[config.mk]
export PLATFORM = sky130hd
export DESIGN_NAME = sram_frame_writer
export DESIGN_NICKNAME = d
export VERILOG_FILES = /design/src/rtl/sram_frame_writer.sv
export SDC_FILE = /design/constraint.sdc
export NUM_CORES = 1
export LEC_CHECK = 0
export ABC_CLOCK_PERIOD_IN_PS = 6880
export CORE_AREA = 2 2 107 109
export CTS_CLUSTER_DIAMETER = 50
export DETAILED_ROUTE_END_ITERATION = 10
export DIE_AREA = 0 0 109 111
export SETUP_SLACK_MARGIN = 0.4
export SLEW_MARGIN = 20
export SYNTH_ARGS = -nofsm -noshare
export SYNTH_HDL_FRONTEND = slang
export SYNTH_SLANG_ARGS = --single-unit
[constraint.sdc]
create_clock -name Clk -period 6.88 [get_ports Clk]
set_clock_uncertainty 0.15 [all_clocks]
set_input_delay 1.72 -clock Clk [delete_from_list [all_inputs] [get_ports Clk]]
set_output_delay 1.72 -clock Clk [all_outputs]
set_load 0.005 [all_outputs]
[src/rtl/sram_frame_writer.sv]
// Burst writer for an asynchronous SRAM: accepts words over a valid/ready port
// and writes each one with a SETUP / STROBE / HOLD cycle sequence.
module sram_frame_writer #(
  parameter int unsigned STROBE_CYCLES = 1
) (
  input  logic        Clk,
  input  logic        Reset_n,
  input  logic        Start,
  input  logic [19:0] StartAddr,
  input  logic [19:0] Count,
  input  logic [15:0] In_Data,
  input  logic [1:0]  In_ByteEn,
  input  logic        In_Valid,
  output logic        In_Ready,
  output logic [19:0] SRAM_AddrExport,
  output logic [15:0] SRAM_DataExport,
  output logic        SRAM_DataOE,
  output logic        CE,
  output logic        UB,
  output logic        LB,
  output logic        OE,
  output logic        WE,
  output logic        Busy,
  output logic        Done
);

  localparam int unsigned AW = 20;
  localparam int unsigned SW = 2;
  localparam logic [SW-1:0] STROBE_LAST = SW'(STROBE_CYCLES - 1);

  typedef enum logic [2:0] {
    IDLE,
    WAIT_DATA,
    SETUP,
    STROBE,
    HOLD,
    FINISH
  } state_t;

  state_t        state;
  logic [AW-1:0] remaining;
  logic [SW-1:0] strobe_cnt;

  // SRAM_AddrExport doubles as the running word address; the bus is only
  // qualified by CE, so its value outside a write is irrelevant.
  always_ff @(posedge Clk) begin
    if (!Reset_n) begin
      state           <= IDLE;
      remaining       <= '0;
      strobe_cnt      <= '0;
      In_Ready        <= 1'b0;
      SRAM_AddrExport <= '0;
      SRAM_DataExport <= '0;
      SRAM_DataOE     <= 1'b0;
      CE              <= 1'b1;
      UB              <= 1'b1;
      LB              <= 1'b1;
      OE              <= 1'b1;
      WE              <= 1'b1;
      Busy            <= 1'b0;
      Done            <= 1'b0;
    end else begin
      OE   <= 1'b1;
      Done <= 1'b0;
      case (state)
        IDLE: begin
          if (Start) begin
            if (Count != '0) begin
              state           <= WAIT_DATA;
              SRAM_AddrExport <= StartAddr;
              remaining       <= Count;
              Busy            <= 1'b1;
              In_Ready        <= 1'b1;
            end else begin
              state <= FINISH;
              Done  <= 1'b1;
            end
          end
        end
        WAIT_DATA: begin
          if (In_Valid && In_Ready) begin
            state           <= SETUP;
            In_Ready        <= 1'b0;
            SRAM_DataExport <= In_Data;
            UB              <= ~In_ByteEn[1];
            LB              <= ~In_ByteEn[0];
            CE              <= 1'b0;
            SRAM_DataOE     <= 1'b1;
          end
        end
        SETUP: begin
          state      <= STROBE;
          WE         <= 1'b0;
          strobe_cnt <= '0;
        end
        STROBE: begin
          if (strobe_cnt == STROBE_LAST) begin
            state      <= HOLD;
            WE         <= 1'b1;
            strobe_cnt <= '0;
          end else begin
            strobe_cnt <= strobe_cnt + 1'b1;
          end
        end
        HOLD: begin
          CE          <= 1'b1;
          UB          <= 1'b1;
          LB          <= 1'b1;
          SRAM_DataOE <= 1'b0;
          remaining   <= remaining - 1'b1;
          if (remaining == AW'(1)) begin
            state <= FINISH;
            Busy  <= 1'b0;
            Done  <= 1'b1;
          end else begin
            state           <= WAIT_DATA;
            SRAM_AddrExport <= SRAM_AddrExport + 1'b1;
            In_Ready        <= 1'b1;
          end
        end
        FINISH: begin
          state <= IDLE;
        end
        default: begin
          state <= IDLE;
        end
      endcase
    end
  end

endmodule

# After elaboration in Yosys (flattened, before gate mapping)
# Index checks and enable logic that the tools add are counted.
[classes]
n_addsub = 3
n_eq_ne = 11
muxes = 35
n_reduce_logical = 16
bitwise_logic = 2
[op_table]
columns = ["operator", "count"]
rows = [
  ["$mux 20", 5],
  ["$pmux 20 s2", 2],
  ["$add 20x1->20 const B", 1],
  ["$eq 20x1->1 const B", 1],
  ["$reduce_bool 20->1", 1],
  ["$sub 20x1->20 const B", 1],
  ["$mux 3", 5],
  ["$pmux 3 s5", 1],
  ["$pmux 1 s2", 7],
  ["$mux 1", 12],
  ["$ne 2x2->1 const B", 6],
  ["$reduce_and 4->1", 2],
  ["$eq 3x2->1 const B", 2],
  ["$reduce_and 2->1", 3],
  ["$reduce_and 3->1", 2],
  ["$reduce_bool 2->1", 3],
  ["$reduce_and 5->1", 1],
  ["$pmux 2 s2", 1],
  ["$eq 3x1->1 const B", 1],
  ["$eq 3x3->1 const B", 1],
  ["$logic_not 3->1", 1],
  ["$pmux 1 s3", 1],
  ["$reduce_bool 3->1", 1],
  ["$add 2x1->2 const B", 1],
  ["other kinds (4)", 5],
]
[totals]
out_inout_bits = 45
reg_bits = 69

# Logic depth before layout (Yosys ltp)
[depth]
depth_word = 4
mapped_depth = 8

# Worst setup path before layout
# Ideal clock, no wire load.
[synth_path]
path_type = "input to register"
start = "input port Count[15]"
end = "register In_Ready"
path_buffers = 2
slack_ps = 3275
setup_time_ps = 134
path_stages = 7
t_required_ps = 6596
arrival_time_ps = 3320
cell_sequence = "or4_1 nor2_2 a21oi_1 clkbuf_1 buf_1 nor3_1 nor3_1"
[synth_via]
elab_chain_cells = 3
[synth_lines]
columns = ["element", "line_no", "text"]
rows = [
  ["start, declared", "10", "input logic [19:0] Count,"],
  ["$reduce_bool 20->1", "68", "if (Count != '0) begin"],
  ["$ne 2x2->1 (no line)", "n/a", ""],
  ["$reduce_and 5->1 (no line)", "n/a", ""],
  ["end signal, assigned", "73", "In_Ready <= 1'b1;"],
  ["end signal, assigned", "83", "In_Ready <= 1'b0;"],
  ["end signal, assigned", "118", "In_Ready <= 1'b1;"],
  ["end, declared", "14", "output logic In_Ready,"],
]
# No other way between the ends.
# A chain may end at the register's enable or synchronous reset.

# Worst setup path in the final report
[layout_path]
start = "input port Count[11]"
end = "register SRAM_AddrExport[7]"
[layout_via]
elab_chain_cells = 3
[layout_lines]
columns = ["element", "line_no", "text"]
rows = [
  ["$reduce_bool 20->1", "68", ""],
  ["$ne 2x2->1 (no line)", "n/a", ""],
  ["$reduce_and 4->1 (no line)", "n/a", ""],
  ["end signal, assigned", "70", "SRAM_AddrExport <= StartAddr;"],
  ["end signal, assigned", "117", "SRAM_AddrExport <= SRAM_AddrExport + 1'b1;"],
  ["end, declared", "15", "output logic [19:0] SRAM_AddrExport,"],
]
# No other way between the ends.

==> flow_summary.yaml <==
floorplan:
  core_area_sq_um: 11100
  die_area_sq_um: 12100
  fp.dieW_um: 109
  start_util: 0.335
  die_h_um: 111
  pin_count: 107
  rows: 39
finish:
  layoutNonFillerInstCount: 711
  layout-drive-gt1-share: 0.0634
  area_growth_pct: 37.8
  post-route-util: 0.462
  design_area_sq_um: 5120
  nets: 632
  antenna_cells: 0
timing:
  hold_viol_final: 0
  fin_crit_sh: 0.626
  max_freq_ghz: 0.232
  grt_setup_unrepaired: "no"
  fin_tns_setup_ns: 0
  slew_violations: 0
  post-route-min-period_ns: 4.31
  relSlewSlack: 0.322
  worstMarginPinSlew_ns: 1.02
  setup_ws_ns: 2.57
  finalSetupViolCount: 0
yosys:
  synth-seq-cells: 69
  yosysUniqueCellTypes: 69
  syn_area_per_cell_sq_um: 7.76
  synth_nets: 546
  synthArstFlopShare: 0
  seq_area_frac_synth: 0.372
  synth_flop_cell: "dfxtp_1"
  synth_edf_count: 0
  ys_warn_count: 0
  synth_cells: 479
  netlist_area_sq_um: 3710
grt:
  antenna_found_initial: 0
  grt_pass1_wl_um: 18600
  overflow: 0
  grt_max_degree: 48
  grt_util_all_layers: 0.191
  grt_pass1_vias: 3740
cts:
  cts_setup_buffers: 0
  cts_resized: 0
  clk_pin_slew_ns: 0.05
  ctsHoldBuffers: 0
  cts_max_level: 3
  cts_tree: "done"
  insertion_delay_ns: 0.33
  cts_num_sinks: 69
  cts_buffers: 9
  root_buffer: "clkbuf_16"
  cts_buffer_depth: 2
power:
  irDropWorstVdd_uv: 119
  leakage_uw: 0.00176
  p_per_area_nw_per_um2: 210
placed_design:
  gp_congestion: 0.851
  dpl_cell_area_sq_um: 4830
  dp_slack_ns: 2.23
  dp.final_hpwl_um: 7920
  port_buffers: 105
  place_inst: 697
setup_path:
  cp-end-kind: "flip-flop"
  path_class: "in -> reg"
  crit_start: "Count[11]"
  reg2reg_from: "remaining[5]$_SDFFE_PN0P_"
  worstPathArrival_ns: 4.37
  timing.rr.end: "SRAM_AddrExport[7]$_SDFFE_PN0P_"
  critPathCapture: "SRAM_AddrExport[7]$_SDFFE_PN0P_"
  cp.required_ns: 6.95
  r2r_slack_ns: 4.00
  ff2ff_path_depth: 5
  worstPathMaxFanout: 29
  critPathLaunchType: "primary input"
job:
  maxCapViolations: 0
drt:
  drtIter0Drc: 280
  detail-route-antenna-nets: 0
  firstDrtPassIters: 5
  wl_per_cell_um: 16.4
  routed_wl_um: 11700
  vias: 4028
  drc: 0
  avgViaCountPerCell: 5.67
min_path:
  hold_class: "reg -> reg"
  whs_path_depth: 2
run_status:
  status: "finished, final reports clean"
[per-stage QoR]
stage	power, uW	hold slack [ns]
floorplan	546	0.282
global placement	634	0.291
detailed placement	637	0.298
CTS	1080	0.305
global route	1130	0.331
finish	1080	0.303
[registers in the layout (all words and copies together) (netlist names)]
name	flops
strobe_cnt	2
CE	1
UB	1
SRAM_AddrExport	20
WE	1
In_Ready	1
Busy	1
LB	1
SRAM_DataExport	16
remaining	20
state	3
Done	1
SRAM_DataOE	1
[how the worst min path moves through the flow]
stage | from | endpoint | slack, ns
floorplan | strobe_cnt[0]$_SDFFE_PN0P_ | strobe_cnt[0]$_SDFFE_PN0P_ | 0.28
global placement | SRAM_DataExport[12]$_SDFFE_PN0P_ | SRAM_DataExport[12]$_SDFFE_PN0P_ | 0.29
detailed placement | SRAM_DataExport[13]$_SDFFE_PN0P_ | SRAM_DataExport[13]$_SDFFE_PN0P_ | 0.30
CTS | SRAM_DataExport[5]$_SDFFE_PN0P_ | SRAM_DataExport[5]$_SDFFE_PN0P_ | 0.30
global route | remaining[12]$_SDFFE_PN0P_ | remaining[12]$_SDFFE_PN0P_ | 0.33
finish | SRAM_DataExport[5]$_SDFFE_PN0P_ | SRAM_DataExport[5]$_SDFFE_PN0P_ | 0.30
[cell type report]
cell class	instances	area [sq um]
clock buffers	13	280
clock inverters	1	5.00
fillers	1124	5960
inverters	10	37.5
multi-input cells	365	2150
flip-flops and latches	69	1380
well taps	143	179
repair buffers	110	1090
[where the power goes]
part           switching, uW  total [uW]  internal [uW]
combinational           85.2         181           95.4
sequential              26.7         449            422
clock                    167         446            279
[synth_stat cells (5+ instances only)]
library cell | instances | share of area
nand2_1 | 76 | 0.077
o32ai_1 | 8 | 0.019
clkbuf_1 | 24 | 0.024
nor2_1 | 31 | 0.031
or3_1 | 7 | 0.012
ha_1 | 5 | 0.017
a211oi_1 | 8 | 0.016
a21oi_1 | 59 | 0.079
nand4_1 | 7 | 0.012
dfxtp_1 | 69 | 0.37
inv_1 | 9 | 0.0091
nor3_1 | 20 | 0.027
nor4_1 | 8 | 0.013
or4_1 | 6 | 0.012
o22ai_1 | 5 | 0.0084
a22oi_1 | 10 | 0.020
o21ai_0 | 14 | 0.019
a31oi_1 | 6 | 0.010
nand3_1 | 21 | 0.028
[worst max-delay path, cell delays in order]
cell and delay, ns:
clkdlybuf4s50_1 0.43, or4_1 0.55, nor2_2 0.30, a21o_1 0.84, nand2_2 0.23, a32o_1 0.28
[metal layers]
metal | vias up | track usage | wire [um]
met5 | - | 0 | 0
met1 | 1921 | 0.265 | 5330
met4 | 0 | 0.0556 | 99
met3 | 7 | 0.0535 | 979
met2 | 147 | 0.288 | 5250
li1 | 1953 | - | -
[kinds of logic after synthesis]
family | count (synthesis) | synth area share
muxes | 4 | 0.0111
and+or+nand+nor | 200 | 0.261
buffers and inverters | 45 | 0.0519
xor gates and xnor gates | 4 | 0.00943
AOI/OAI and AO/OA | 151 | 0.277
adders and majority gates | 5 | 0.0168
other | 1 | 0.00101
DFF | 69 | 0.372
[placed cells by master (no fill, tap or decap), types with 9 or more instances in the layout]
cell             instances
clkbuf_16                9
a21oi_1                 59
clkdlybuf4s50_1        105
dfxtp_1                 69
inv_1                    9
nand3_1                 21
a22oi_1                 10
nand2_1                 76
nor2_1                  30
nor3_1                  20
o21ai_0                 14
No activity file was read; power rests on OpenSTA's default activity.
